## src/rtl/io_port_bank.sv

```systemverilog
`default_nettype none
// ============================================================================
//  Module   : io_port_bank
//  Purpose  : Memory-mapped multi-channel I/O bank. Decodes a window of
//             NCH+3 words at BASE_ADDR into NCH input FIFOs (valid/ready),
//             NCH output holding registers (valid/ready), a status word,
//             a write-1-to-clear overrun error word and an optional
//             interrupt mask.
//  Options  : IO_PORT_IRQ_EN - enables the interrupt mask register and ioIrq.
//             When undefined, ioIrq is 0 and the mask offset reads 0.
//  Revision : 1.0 - initial release
// ============================================================================
module io_port_bank #(
    parameter int                DATA_W    = 16,
    parameter int                ADDR_W    = 16,
    parameter int                NCH       = 4,
    parameter int                IN_DEPTH  = 4,
    parameter logic [ADDR_W-1:0] BASE_ADDR = 16'hFF00
) (
    input  logic                  CLK,
    input  logic                  reset,
    input  logic [ADDR_W-1:0]     memAddr,
    input  logic                  writeMem,
    input  logic                  readMem,
    input  logic [DATA_W-1:0]     memWriteData,
    output logic [DATA_W-1:0]     ioRdata,
    output logic                  ioHit,
    input  logic [NCH*DATA_W-1:0] ioInput,
    input  logic [NCH-1:0]        ioInValid,
    output logic [NCH-1:0]        ioInReady,
    output logic [NCH*DATA_W-1:0] ioOutput,
    output logic [NCH-1:0]        ioOutValid,
    input  logic [NCH-1:0]        ioOutReady,
    output logic                  ioIrq
);

    localparam int                c_PTR_W      = $clog2(IN_DEPTH);
    localparam int                c_CNT_W      = c_PTR_W + 1;
    localparam int                c_WIN        = NCH + 3;
    localparam logic [ADDR_W-1:0] c_OFF_STATUS = ADDR_W'(NCH);
    localparam logic [ADDR_W-1:0] c_OFF_ERR    = ADDR_W'(NCH + 1);
    localparam logic [ADDR_W-1:0] c_OFF_MASK   = ADDR_W'(NCH + 2);

    // Address decode: unsigned wrap makes addresses below BASE_ADDR miss too
    logic [ADDR_W-1:0] w_offset;
    logic              w_rdStrobe;
    logic              w_wrStrobe;

    assign w_offset   = memAddr - BASE_ADDR;
    assign ioHit      = (w_offset < ADDR_W'(c_WIN));
    assign w_rdStrobe = readMem & ioHit;
    assign w_wrStrobe = writeMem & ioHit;

    logic [NCH-1:0]    w_notEmpty;
    logic [NCH-1:0]    w_outValid;
    logic [NCH-1:0]    w_errSet;
    logic [DATA_W-1:0] w_head [NCH];
    logic [NCH-1:0]    w_mask;

    genvar gc;
    generate
        for (gc = 0; gc < NCH; gc++) begin : g_ch
            logic [DATA_W-1:0]  r_mem [IN_DEPTH];
            logic [c_PTR_W-1:0] r_wrPtr;
            logic [c_PTR_W-1:0] r_rdPtr;
            logic [c_CNT_W-1:0] r_count;
            logic [DATA_W-1:0]  r_outData;
            logic               r_outValid;
            logic               w_sel;
            logic               w_push;
            logic               w_pop;
            logic               w_wrSel;
            logic               w_load;

            assign w_sel          = (w_offset == ADDR_W'(gc));
            assign w_notEmpty[gc] = (r_count != '0);
            // Ready depends only on the registered occupancy, never on a same-cycle pop
            assign ioInReady[gc]  = (r_count != c_CNT_W'(IN_DEPTH));
            assign w_push         = ioInValid[gc] & ioInReady[gc];
            assign w_pop          = w_rdStrobe & w_sel & w_notEmpty[gc];
            assign w_head[gc]     = r_mem[r_rdPtr];

            // FIFO pointers and occupancy; simultaneous push and pop leaves the count alone
            always_ff @(posedge CLK) begin
                if (reset) begin
                    r_wrPtr <= '0;
                    r_rdPtr <= '0;
                    r_count <= '0;
                end else begin
                    if (w_push) r_wrPtr <= r_wrPtr + 1'b1;
                    if (w_pop)  r_rdPtr <= r_rdPtr + 1'b1;
                    if (w_push && !w_pop)
                        r_count <= r_count + 1'b1;
                    else if (w_pop && !w_push)
                        r_count <= r_count - 1'b1;
                end
            end

            // FIFO storage; contents are invalidated by the pointer reset
            always_ff @(posedge CLK) begin
                if (w_push) r_mem[r_wrPtr] <= ioInput[gc*DATA_W +: DATA_W];
            end

            // A write lands if the slot is free or is being drained this cycle
            assign w_wrSel      = w_wrStrobe & w_sel;
            assign w_load       = w_wrSel & (~r_outValid | ioOutReady[gc]);
            assign w_errSet[gc] = w_wrSel & r_outValid & ~ioOutReady[gc];

            // Output holding register with valid/ready handshake
            always_ff @(posedge CLK) begin
                if (reset) begin
                    r_outData  <= '0;
                    r_outValid <= 1'b0;
                end else if (w_load) begin
                    r_outData  <= memWriteData;
                    r_outValid <= 1'b1;
                end else if (r_outValid && ioOutReady[gc]) begin
                    r_outValid <= 1'b0;
                end
            end

            assign ioOutput[gc*DATA_W +: DATA_W] = r_outData;
            assign w_outValid[gc]                = r_outValid;
        end
    endgenerate

    assign ioOutValid = w_outValid;

    // Overrun error register: new overruns win over a same-cycle clear
    logic [NCH-1:0] r_err;
    always_ff @(posedge CLK) begin
        if (reset)
            r_err <= '0;
        else if (w_wrStrobe && (w_offset == c_OFF_ERR))
            r_err <= (r_err & ~memWriteData[NCH-1:0]) | w_errSet;
        else
            r_err <= r_err | w_errSet;
    end

`ifdef IO_PORT_IRQ_EN
    logic [NCH-1:0] r_mask;
    logic           r_irq;

    // Interrupt mask register
    always_ff @(posedge CLK) begin
        if (reset)
            r_mask <= '0;
        else if (w_wrStrobe && (w_offset == c_OFF_MASK))
            r_mask <= memWriteData[NCH-1:0];
    end

    // Registered interrupt: any masked channel holding input data
    always_ff @(posedge CLK) begin
        if (reset) r_irq <= 1'b0;
        else       r_irq <= |(w_notEmpty & r_mask);
    end

    assign w_mask = r_mask;
    assign ioIrq  = r_irq;
`else
    assign w_mask = '0;
    assign ioIrq  = 1'b0;
`endif

    // Read mux: pre-write register values; empty FIFOs and misses read as 0
    logic [DATA_W-1:0] w_readData;
    always_comb begin
        w_readData = '0;
        for (int c = 0; c < NCH; c++) begin
            if ((w_offset == ADDR_W'(c)) && w_notEmpty[c])
                w_readData = w_head[c];
        end
        if (w_offset == c_OFF_STATUS) begin
            w_readData                = '0;
            w_readData[NCH-1:0]       = w_notEmpty;
            w_readData[2*NCH-1:NCH]   = w_outValid;
        end
        if (w_offset == c_OFF_ERR) begin
            w_readData          = '0;
            w_readData[NCH-1:0] = r_err;
        end
        if (w_offset == c_OFF_MASK) begin
            w_readData          = '0;
            w_readData[NCH-1:0] = w_mask;
        end
    end

    // Registered read data, held until the next read strobe
    logic [DATA_W-1:0] r_rdata;
    always_ff @(posedge CLK) begin
        if (reset)
            r_rdata <= '0;
        else if (readMem)
            r_rdata <= w_rdStrobe ? w_readData : '0;
    end

    assign ioRdata = r_rdata;

endmodule
`default_nettype wire

```

## config.mk

```make
export PLATFORM = sky130hd
export DESIGN_NAME = io_port_bank
export DESIGN_NICKNAME = d
export VERILOG_FILES = /design/src/rtl/io_port_bank.sv
export SDC_FILE = /design/constraint.sdc
export NUM_CORES = 1
export LEC_CHECK = 0
export ABC_AREA = 1
export CORE_ASPECT_RATIO = 2
export CORE_UTILIZATION = 48
export DETAILED_ROUTE_END_ITERATION = 6
export PLACE_DENSITY = 0.71
export SYNTH_ARGS = -nofsm -noshare
export SYNTH_HDL_FRONTEND = slang
export SYNTH_SLANG_ARGS = --single-unit
```

## constraint.sdc

```tcl
create_clock -name CLK -period 2.7 [get_ports CLK]
set_clock_uncertainty 0.05 [all_clocks]
set_input_delay 0.405 -clock CLK [delete_from_list [all_inputs] [get_ports CLK]]
set_output_delay 0.405 -clock CLK [all_outputs]
set_load 0.005 [all_outputs]
```

**Word-level counts from Yosys, hierarchy flattened**

Memory sizes are Yosys's and may differ from the RTL's. A register that Yosys moved wholly into a read port is not among the register bits.
Cells that the tools add are included.

- Flip-flop bits (word level): 116
- Latch bits: 0
- RAM bits: 256
- Bits in read-only memories: 0
- Bits of input ports: 108
- Output and inout port bits: 90
- Word-level logic and storage cells: 179
- Memories: 4

Memories:

| memory | words | bits a word | rd ports | clocked after memory_dff | write ports | line | text |
|---|---|---|---|---|---|---|---|
| g_ch[0].r_mem | 4 | 16 | 1 | 1 | 1 | 63 | `logic [DATA_W-1:0] r_mem [IN_DEPTH];` |
| g_ch[1].r_mem | 4 | 16 | 1 | 1 | 1 | 63 |  |
| g_ch[2].r_mem | 4 | 16 | 1 | 1 | 1 | 63 |  |
| g_ch[3].r_mem | 4 | 16 | 1 | 1 | 1 | 63 |  |

- $add $sub $neg: 17
- Multiply operators: 0
- Div/mod/pow operators: 0
- Magnitude comparators: 1
- Equal/unequal tests: 10
- Shifts and indexed selects: 0
- Muxes and demuxes: 41
- Bitwise operators: 46
- Reductions and logical operators: 38

Operators with widths:

| cell | number |
|---|---|
| 2-to-1 mux 16 bit | 8 |
| == test 16 x 3 -> 1 bit (second input constant) | 3 |
| == test 16 x 2 -> 1 bit (second input constant) | 2 |
| AND 1 bit | 30 |
| 2-to-1 mux 3 bit | 8 |
| logical AND 1 bit | 17 |
| adder 2 x 1 -> 2 bit (second input constant) | 8 |
| == test 16 x 1 -> 1 bit (second input constant) | 1 |
| logical NOT 16 bit | 1 |
| less-than comparator 16 x 3 -> 1 bit (second input constant) | 1 |
| 2-to-1 mux 1 bit | 16 |
| 2-to-1 mux 2 bit | 8 |
| nonzero test 2 bit | 8 |
| subtractor 16 bit (second input constant) | 1 |
| adder 3 x 1 -> 3 bit (second input constant) | 4 |
| inequality test 3 bit (second input constant) | 4 |
| nonzero test 3 bit | 4 |
| subtractor 3 x 1 -> 3 bit (second input constant) | 4 |
| logical NOT 1 bit | 8 |
| NOT 1 bit | 8 |
| bitwise OR 4 bit | 2 |
| AND 4 bit | 1 |
| 2-to-1 mux 4 bit | 1 |
| NOT 4 bit | 1 |
| bitwise OR 1 bit | 4 |

**Longest topological paths before layout**

Gate-level depths: netlist of the first run.

- Word-level depth: 11
- Mapped depth: 16
- Gate-level depth less buffers: 16

**Worst setup path after synthesis of the first run**

OpenSTA, ideal clock, no wires.

- Path type: input to register
- Start: in memAddr[5]
- End: reg g_ch[3].r_count[1]
- Arrival: 2216 ps
- Data required time: 2530 ps
- Path slack: 314 ps
- Cell stages on the path: 13
- Cell sequence: nor2_1 -> nand2_2 -> nor2_1 -> nand2_1 -> nor2_1 -> inv_1 -> nor2_1 -> inv_1 -> ha_1 -> inv_1 -> fa_1 -> o21ai_0 -> a21oi_1

- Word-level cells in the longest chain between the ends: 8
- Elaborated cells between the ends (all ways): 11
- Classes of those cells: add/sub (1); order compare (1); eq/ne (1); mux (1); bitwise (3); reduce/logical (4)

RTL lines:

| item | line | text |
|---|---|---|
| start, declared | 22 | `input logic [ADDR_W-1:0] memAddr,` |
| subtractor 16 bit (*) | 49 | `assign w_offset = memAddr - BASE_ADDR;` |
| less-than comparator 16 x 3 -> 1 bit | 50 | `assign ioHit = (w_offset < ADDR_W'(c_WIN));` |
| AND 1 bit | 51 | `assign w_rdStrobe = readMem & ioHit;` |
| AND 1 bit (*) (2 in series) | 80 | `assign w_pop = w_rdStrobe & w_sel & w_notEmpty[gc];` |
| logical NOT 1 bit | 92 | `if (w_push && !w_pop)` |
| logical AND 1 bit | 92 |  |
| 2-to-1 mux 3 bit or nonzero test 2 bit (tied branches) | n/a |  |
| end signal, assigned | 93 | `r_count <= r_count + 1'b1;` |
| end signal, assigned | 95 | `r_count <= r_count - 1'b1;` |
| end, declared | 66 | `logic [c_CNT_W-1:0] r_count;` |

Every way passes the cells marked *; elsewhere a longest branch is shown, timed or not.
A chain may end at the register's enable or synchronous reset.

**Worst setup path in the final report of the first run**

- Start: in memAddr[15]
- End: out ioHit

- Word-level cells in the longest chain between the ends: 2

RTL lines:

| item | line | text |
|---|---|---|
| subtractor 16 bit | 49 |  |
| less-than comparator 16 x 3 -> 1 bit | 50 |  |
| end, declared | 27 | `output logic ioHit,` |

Every way passes these cells.

==> flow_summary.yaml, run 1 <==
run_status:
  status: "completed"
sta:
  finalCritPeriodShare_pct: 92.75
  slew_headroom_pct: 47.61
  hold_ws_ns: 0.3444
  tightest_slew_ns: 0.7850
  finalHoldViolCount: 0
  fmax_mhz: 399.3
  rsz0062_at_grt: "no"
  fin_crit_ns: 2.504
  setup_viol: 0
  drv_slew: 0
grt:
  antenna_found_initial: 1
  grt_pass1_vias: 11150
  grt_start_max_net_pins: 56
  grt_overflow_total: 0
  grt_pass1_wl_um: 60620
  grt_use_total_pct: 24.16
clock_network:
  ctsHoldBuffers: 0
  clk_pin_slew_ns: 0.07
  tritoncts: "done"
  cts_max_level: 1
  cts-resized-gates: 0
  root_buffer: "clkbuf_16"
  cts.sinks: 380
  clk_latency_ns: 0.58
  postCtsSetupRepairBufs: 0
  numCtsBuffers: 31
  cts.path.max_buffers: 3
worst_setup_path:
  path_buf_inv: 4
  cp_top_family: "buffers and inverters"
  critPathMaxFanout: 4
  end_kind: "output pin"
  cpPeakStageDelay_ns: 0.53
  slowest_stage: "clkdlybuf4s50_1"
  worstPathCellList: "clkdlybuf4s50_1, nand4_1, nor2_4, inv_2, nor2_4, buf_4, clkdlybuf4s50_1"
  worst-setup-path-type: "in2out"
  required_ns: 2.25
  crit_path_start_kind: "primary input"
  rr_endpoint: "g_ch[3].r_count[2]"
  crit_arrival_ns: 2.05
  rr_startpoint: "g_ch[3].r_count[1]"
  reg2reg_depth: 11
  r2r_setup_slack_ns: 0.41
logic_synthesis:
  synth_edf_count: 256
  synth_area_mm2: 0.01556
  synth.distinct_cells: 42
  synth_seq_area_share_pct: 65.34
  avgSynthCellArea_um2: 10.69
  synth_nets: 1588
  synth_warnings: 0
  synth-seq-cells: 380
  ys_dominant_reg_cell: "edfxtp_1"
  synthCells: 1456
  synth_async_sr_flop_share_pct: 0
die:
  ios: 198
  rows: 92
  initial_core_util_pct: 49.17
  core_mm2: 0.03166
  die_w_um: 129.3
  fp.dieH_um: 256.7
  die_area_mm2: 0.03319
routing:
  drc: 0
  first_pass_iters: 5
  final_antenna_net_count: 0
  drtIter0Drc: 833
  avgViaCountPerCell: 5.293
  post_drt_wl_per_cell_um: 18.26
  via_count: 11370
  drt_wl_total_um: 39210
layout:
  instances_no_fill: 2147
  final_area_mm2: 0.01937
  drive_above_1_share_pct: 10.50
  nets: 1830
  syn_to_final_growth_pct: 24.44
power:
  vdd_ir_drop_max_v: 0.0005302
  p_leak_uw: 0.007117
  cellPowerDensity_mw_per_mm2: 610.8
placed_design:
  io_buffers: 196
  dp_hpwl_um: 28430
  placed_cell_area_mm2: 0.01837
  place_congestion: 0.8576
  dp.cells: 2088
min_path:
  hold_path_class: "in2reg"
  hold_depth: 4
  hold_start: "reset"
  hold_end: "g_ch[2].r_wrPtr[1]"
job:
  drv_cap: 0
[through the flow]
| stage | setup TNS [ns] | total power, uW | util (%) | setup WS, ns |
|---|---|---|---|---|
| after detailed placement | -0.8082 | 7526 | 58.02 | -0.1516 |
| final | 0 | 11830 | 61.18 | 0.1958 |
| after global routing | 0 | 12220 | 61.18 | 0.09300 |
| after CTS | 0 | 11910 | 61.17 | 0.1895 |
| after global placement | -0.2081 | 7485 | 58.02 | -0.05345 |
| after floorplan | 0 | 7058 | - | 0.3137 |
[synth_stat cells (7+ instances only)]
master | instances | area (um2)
buf_4 | 8 | 60.06
o21ai_0 | 121 | 605.6
a211oi_2 | 16 | 200.2
nand2_1 | 204 | 765.7
a22oi_1 | 17 | 127.6
o22a_1 | 7 | 61.31
nand4_1 | 9 | 56.30
ha_1 | 20 | 250.2
nand3_1 | 49 | 245.2
o221ai_1 | 8 | 70.07
o21a_1 | 19 | 142.6
dfxtp_1 | 124 | 2482
buf_2 | 8 | 40.04
inv_1 | 125 | 469.2
edfxtp_1 | 256 | 7687
a21oi_2 | 11 | 96.34
o21ai_1 | 26 | 130.1
clkbuf_1 | 44 | 165.2
o22ai_1 | 17 | 106.4
nor2_1 | 188 | 705.7
a21oi_1 | 117 | 585.6
[registers in the layout (all words and copies together), names as in the netlist, named ones only]
| name | cells |
|---|---|
| g_ch.r_count | 12 |
| g_ch.r_outData | 64 |
| ioRdata | 16 |
| g_ch.r_wrPtr | 8 |
| g_ch.r_mem | 256 |
| r_err | 4 |
| g_ch.r_outValid | 4 |
| g_ch.r_rdPtr | 8 |
[layer usage]
metal | global-route usage [%] | vias to the layer above | part of all wire, % | wire [um]
li1 | - | 5509 | - | -
met1 | 26.71 | 5456 | 36 | 14140
met2 | 45.24 | 326 | 55 | 21660
met3 | 2.796 | 74 | 4.6 | 1798
met4 | 10.69 | 0 | 4.1 | 1614
met5 | 0 | - | 0 | 0
[where the power goes]
group          internal (uW)  switching, uW  total [uW]
registers               6480           71.7        6550
logic                    331            510         842
clock network           2450           1990        4440
total                   9260           2570       11800
[cells by family (layout without fill, tap and decap cells)]
group / after synthesis / count (layout) / synth area share, %
compound gates: 370 / 370 / 14.25
fa+ha+maj: 24 / 24 / 2.122
buf+inv: 201 / 468 / 5.362
flops: 380 / 380 / 65.34
other cells: 1 / 2 / 0.02409
simple gates: 480 / 480 / 12.90
[layout make-up]
class	count	area, um2
Timing Repair Buffer	275	2600
Tap cell	423	529.3
Sequential cell	380	10170
Inverter	135	509.2
Antenna cell	1	2.502
Fill cell	2525	12290
Multi-Input combinational cell	875	4559
Clock buffer	44	877.1
Clock inverter	14	120.1
[tightest hold or removal path: cells and delay by family]
| family | cells | cell delay, ns |
|---|---|---|
| buffers and inverters | 2 | 0.32 |
| AO/OA/AOI/OAI | 2 | 0.21 |
[worst max-delay path by stage]
stage | from | endpoint | slack [ns] | depth (start not counted)
final | memAddr[15] | ioHit | 0.20 | 7
after global routing | memAddr[8] | ioHit | 0.09 | 7
after CTS | memAddr[12] | ioHit | 0.19 | 7
after detailed placement | memAddr[12] | g_ch[1].r_count[1] | -0.15 | 13
after global placement | memAddr[9] | g_ch[1].r_count[1] | -0.05 | 13
after floorplan | memAddr[5] | g_ch[3].r_count[1] | 0.31 | 13
[cells in the final DEF, fill, tap and decap left out, types with 9 or more instances in the layout]
master and count:
edfxtp_1 256, nand2_1 204, clkdlybuf4s50_1 195, nor2_1 188
inv_1 125, dfxtp_1 124, o21ai_0 121, a21oi_1 117
buf_4 75, nand3_1 49, clkbuf_16 32, o21ai_1 26
ha_1 20, o21a_1 19, a22oi_1 17, o22ai_1 17
a211oi_2 16, clkinv_1 11, a21oi_2 11, nand4_1 9
Power figures use the tool's default switching activity.
==> run 2: changes to the inputs <==
ABC_CLOCK_PERIOD_IN_PS = 2700   (was not set)
HOLD_SLACK_MARGIN = 0.08   (was not set)
==> results of run 2 <==
The final DEF is identical to that of run 1; final timing and power are the same.
==> run 3: changes to the inputs <==
--- a/config.mk
+++ b/config.mk
@@ -17 +17,2 @@
 export SYNTH_SLANG_ARGS = --single-unit
+export TNS_END_PERCENT = 5
--- a/constraint.sdc
+++ b/constraint.sdc
@@ -4,2 +4,2 @@
 set_output_delay 0.405 -clock CLK [all_outputs]
-set_load 0.005 [all_outputs]
+set_load 0.1 [all_outputs]
==> flow_summary.yaml, run 3 (synthesis gave the netlist of run 1 again) <==
die:
  core_mm2: 0.03166
  ios: 198
  die_w_um: 129.3
  die_area_mm2: 0.03319
  initial_core_util_pct: 49.17
  fp.dieH_um: 256.7
  rows: 92
worst_setup_path:
  crit_path_start_kind: "primary input"
  reg2reg_depth: 14
  crit_arrival_ns: 2.65
  end_kind: "register"
  worst-setup-path-type: "in2reg"
  required_ns: 3.11
  worstPathCellList: "clkdlybuf4s50_1, nand4_1, nor2_4, inv_2, nor2_4, nand2_2, buf_4, nor2_2, inv_1, ha_2, inv_2, fa_1, o21ai_1, a21oi_1"
  critPathMaxFanout: 3
  cpPeakStageDelay_ns: 0.49
  slowest_stage: "clkdlybuf4s50_1"
sta:
  hold_ws_ns: 0.4163
  slew_headroom_pct: 50.30
  finalCritPeriodShare_pct: 82.96
  fmax_mhz: 446.4
  rsz0062_at_grt: "no"
  finalHoldViolCount: 0
  fin_crit_ns: 2.240
  tightest_slew_ns: 0.7447
  setup_viol: 0
  drv_slew: 0
  setup_ws_ns: 0.4599
placed_design:
  io_buffers: 196
  place_congestion: 0.8673
  post-place-ws_ns: -0.1227
  dp_hpwl_um: 28160
power:
  power_uw: 12150
  cellPowerDensity_mw_per_mm2: 628.9
  p_leak_uw: 0.007355
  vdd_ir_drop_max_v: 0.0005078
clock_network:
  numCtsBuffers: 31
  cts-resized-gates: 0
  tritoncts: "done"
  postCtsSetupRepairBufs: 0
  cts_max_level: 1
  cts.path.max_buffers: 3
  clk_latency_ns: 0.57
  ctsHoldBuffers: 0
  cts.sinks: 380
  root_buffer: "clkbuf_16"
  clk_pin_slew_ns: 0.08
layout:
  nets: 1835
  mostFrequentLayoutCells: "edfxtp_1, nand2_1, nor2_1"
  drive_above_1_share_pct: 17.31
  top_register: "g_ch.r_mem"
  largest_reg_flops: 256
  final_common_cell: "edfxtp_1"
  fin_util_pct: 61.01
  syn_to_final_growth_pct: 24.09
min_path:
  hold_path_class: "in2reg"
  hold_depth: 3
routing:
  first_pass_iters: 5
  drc: 0
  post_drt_wl_per_cell_um: 18.12
  drt_wl_total_um: 38980
  drtIter0Drc: 762
  via_count: 11190
  avgViaCountPerCell: 5.204
  final_antenna_net_count: 0
job:
  drv_cap: 0
grt:
  grt_overflow_total: 0
  grt_use_total_pct: 24.15
  grt_pass1_vias: 11460
  antenna_found_initial: 1
  grt_pass1_wl_um: 60750
  grt_start_max_net_pins: 62
run_status:
  status: "completed"
[run 3: cell count changes in the layout (fill, tap and decap cells not counted), moves of 5 or more]
cell             previous run  this run
buf_4                      75       167
clkdlybuf4s50_1           195       106
clkbuf_1                    8         2
o21ai_0                   121       116
o21ai_1                    26        31
[run 3: routing by layer]
metal | vias up | global-route usage [%] | routed length, um
li1 | 5525 | - | -
met1 | 5290 | 26.57 | 14390
met2 | 312 | 44.61 | 21270
met3 | 67 | 2.504 | 1548
met4 | 0 | 12.75 | 1779
met5 | - | 0 | 0
[run 3: final cells by class]
cell class	instances	area (um2)
multi-input combinational	875	4599
clock buffer	33	783.3
sequential	380	10170
timing repair buffer	280	2440
inverter	135	509.2
antenna	1	2.502
tap	423	529.3
clock inverter	24	280.3
fill	2586	12340
[run 3: worst max-delay path, delay by kind of cell]
kind / cells / cell delay (ns)
compound gates: 2 / 0.19
simple gates: 5 / 0.65
buf+inv: 5 / 0.82
fa+ha+maj: 2 / 0.58
[run 3: report_power, final]
| group | total, uW | switching (uW) | internal, uW | leakage [uW] |
|---|---|---|---|---|
| sequential | 6550 | 71.1 | 6480 | 0.00335 |
| combinational | 907 | 573 | 335 | 0.00349 |
| clock | 4690 | 2070 | 2620 | 0.000514 |
[run 3: path summary, 6_finish.rpt]
| path | start | to | slack (ns) |
|---|---|---|---|
| hold reg to reg | g_ch[2].r_outData[5] | g_ch[2].r_outData[5] | 0.42 |
| setup / recovery | memAddr[11] | g_ch[1].r_count[1] | 0.46 |
| hold / removal | memWriteData[2] | g_ch[1].r_outData[2] | 0.42 |
| setup reg to reg | g_ch[3].r_count[0] | g_ch[3].r_count[2] | 0.55 |
[run 3: through the flow]
| step | setup TNS [ns] | cell area [um2] | cells |
|---|---|---|---|
| floorplan | -0.1518 | 15600 | 1456 |
| global placement | -0.1687 | 18250 | 2093 |
| detailed placement | -0.6988 | 18250 | 2093 |
| CTS | 0 | 19310 | 2150 |
| global route | 0 | 19310 | 2151 |
| finish | 0 | 19310 | 2151 |
==> RTL change 1: new RTL, settings of run 2 <==
Build with the macro `IO_PORT_IRQ_EN` defined.
--- a/src/rtl/io_port_bank.sv
+++ b/src/rtl/io_port_bank.sv
@@ -11,4 +11,6 @@
 //  Revision : 1.0 - initial release
 // ============================================================================
+`define IO_PORT_IRQ_EN
+
 module io_port_bank #(
     parameter int                DATA_W    = 16,
Function: changed (a bounded check fails within 4 cycles, from zero or initial values and one cycle with reset high).
==> RTL change 1 against run 2 <==
- sequential cell count rose by 5
- synthesized area grew 0.79%
- sequential power rose by 1%
- wire length grew 9.2%
- power up 6.1%
- critical endpoint is now g_ch[2].r_count[1]
- critical path type is now in -> reg
- worst setup slack improved by 71 ps
- synthesized cell count up 3.4%
- count of clock-buffer cells in the layout unchanged
- cell area rose by 2.1%
- final cell count increased by 3.1%
- worst hold slack improved by 39 ps
==> RTL change 1: results <==
metrics = {
    "run_status": {
        "outcome": "complete, no violations",
    },
    "layout": {
        "antenna_cells": 0,
        "syn_to_final_growth_pct": 26.1,
        "signal_buffers": 290,
        "multi_input_area_share_pct": 23.0,
        "nNetsFinal": 1894,
        "clockNetworkAreaShare_pct": 5.82,
        "fillCellCount": 2635,
        "area.sequential_um2": 10300,
        "nFlopsAndLatches": 385,
        "nMultiInputCombCells": 906,
        "drive_above_1_share_pct": 10.8,
    },
    "clocking": {
        "clk_latency_ps": 530,
        "h-tree-depth": 2,
    },
    "sta": {
        "worst_pin_slew_ps": 710,
    },
    "placed_design": {
        "dpl_worst_slack_ps": -256,
    },
    "synthesis": {
        "synthTopCellsByArea": "edfxtp_1 49%, dfxtp_1 16%, a21oi_1 5.3%",
        "syn_nets": 1637,
        "synth_xor_area_share_pct": 0.112,
        "ys_seq_area_share_pct": 65.5,
        "synth_compound_area_share_pct": 12.6,
    },
    "grt": {
        "antenna_found_initial": 0,
        "grt_pass1_vias": 11908,
        "grt_max_degree": 60,
    },
    "route": {
        "wirelength_mm": 42.8,
        "drt-initial-drc-count": 707,
    },
    "power_and_ir_drop": {
        "vdd_drop_max_mv": 0.599,
        "intPower_uw": 9790,
        "p_leak_uw": 0.00758,
    },
    "setup_path": {
        "crit_arrival_ps": 2790,
        "critical-path-top-delay-family": "simple AND/OR/NAND/NOR gates",
        "cp_max_fo": 6,
        "cpPeakStageDelay_ps": 450,
    },
}
-- RTL change 1: changes by cell type in the layout (fill, tap and decap cells not counted), moves of 6 or more --
| cell | delta |
|---|---|
| a211oi_2 | -16 |
| inv_1 | +7 |
| a21oi_2 | -11 |
| o22a_1 | -7 |
| o21a_1 | -19 |
| o22ai_1 | +14 |
| a22oi_1 | -7 |
| o221ai_1 | -8 |
| nand2_1 | -16 |
| o21ai_1 | +6 |
| buf_4 | +13 |
| nor2_1 | +27 |
| a21oi_1 | +48 |
-- RTL change 1: final timing paths --
kind	start	endpoint	slack, ps	cells past startpoint
hold / removal	reset	g_ch[0].r_wrPtr[0]	380	5
hold reg to reg	ioRdata[12]	ioRdata[12]	420	2
setup / recovery	memAddr[7]	g_ch[2].r_count[1]	270	16
setup reg to reg	register	ioRdata[7]	270	9
-- RTL change 1: routing by layer --
metal / track usage [%] / wire length [µm]
met2: 48.3 / 23200
met4: 17.1 / 2830
met1: 26.4 / 14300
met3: 4.76 / 2500
met5: 0 / 0
==> RTL change 2: new RTL, flow settings as in run 2 <==
Made on the original files. Change the parameter `IN_DEPTH` from 4 to 2.
--- a/src/rtl/io_port_bank.sv
+++ b/src/rtl/io_port_bank.sv
@@ -15,5 +15,5 @@
     parameter int                ADDR_W    = 16,
     parameter int                NCH       = 4,
-    parameter int                IN_DEPTH  = 4,
+    parameter int                IN_DEPTH  = 2,
     parameter logic [ADDR_W-1:0] BASE_ADDR = 16'hFF00
 ) (
Check against the original RTL: not equivalent (Yosys sat finds a counterexample within 4 cycles, from zero or initial values and one cycle with reset high).
==> RTL change 2 against run 2 <==
- cell area down 34%
- global-route usage up 2.3 points
- register-to-register slack better by 340 ps
- critical path type unchanged
- final cell count down 32%
- clock power down 29%
- critical path depth unchanged
- wire length down 33%
- sequential cell count down 144
- worst setup slack worse by 71 ps
- power down 35%
- utilization up 3.5 points
- synthesized area down 38%
==> RTL change 2: results <==
metrics = {
    "run_status": {
        "outcome": "complete, no violations",
    },
    "clocking": {
        "numCtsBuffers": 20,
    },
    "sta": {
        "worst_pin_slew_ps": 716,
    },
    "power_and_ir_drop": {
        "p_comb_uw": 560,
    },
    "grt": {
        "grt_max_degree": 63,
        "track_usage_pct": 26.4,
        "grt_pass1_vias": 7824,
        "use_met2_pct": 50.9,
    },
    "layout": {
        "antenna_cells": 0,
        "drive_above_1_share_pct": 10.7,
        "signal_buffers": 239,
        "syn_to_final_growth_pct": 32.5,
        "nMultiInputCombCells": 604,
        "sh_seq_area_pct": 47.0,
        "buffer_area_share_pct": 18.3,
        "fillCellCount": 1657,
    },
    "synthesis": {
        "ys_seq_area_share_pct": 62.3,
        "synthTopCellsByArea": "edfxtp_1 40%, dfxtp_1 22%, nand2_1 5.8%",
        "avgSynthCellArea_um2": 9.91,
    },
    "route": {
        "wirelength_mm": 26.4,
        "wl_met1_mm": 8.47,
    },
    "placed_design": {
        "dpl_worst_slack_ps": -46.9,
        "dp.cells": 1426,
    },
    "floorplan": {
        "nWellTaps": 262,
    },
    "worst_hold_path": {
        "hold_end": "ioRdata[8]",
    },
    "setup_path": {
        "r2r-end": "ioRdata[0]",
    },
}
-- RTL change 2: worst max-delay path, delay by kind of cell --
kind | cells | cell delay, ps
AND/OR/NAND/NOR | 4 | 610
buffers and inverters | 3 | 1110
-- RTL change 2: kinds of logic after synthesis --
group	after synthesis	synth area share, %
adders and majority gates	4	0.520
AOI/OAI and AO/OA	186	9.92
DFF	236	62.3
xor gates and xnor gates	3	0.273
buffers and inverters	132	6.00
and+or+nand+nor	373	16.7
muxes	37	4.21
other	1	0.0389
-- RTL change 2: worst max path at each step --
stage	from	end	cells past startpoint
6_report	memAddr[0]	ioHit	7
5_1_grt	memAddr[10]	ioHit	8
4_1_cts	memAddr[3]	ioHit	8
3_5_place_dp	memAddr[3]	g_ch[1].r_count[1]	13
3_3_place_gp	memAddr[4]	g_ch[3].r_count[1]	12
2_1_floorplan	memAddr[5]	g_ch[0].r_count[1]	13
-- RTL change 2: repair_timing --
action                                  CTS  global route
buffers inserted                          0             1
endpoints found under the setup margin    0             1
gates resized for setup                   0             1
hold buffers                              0             0
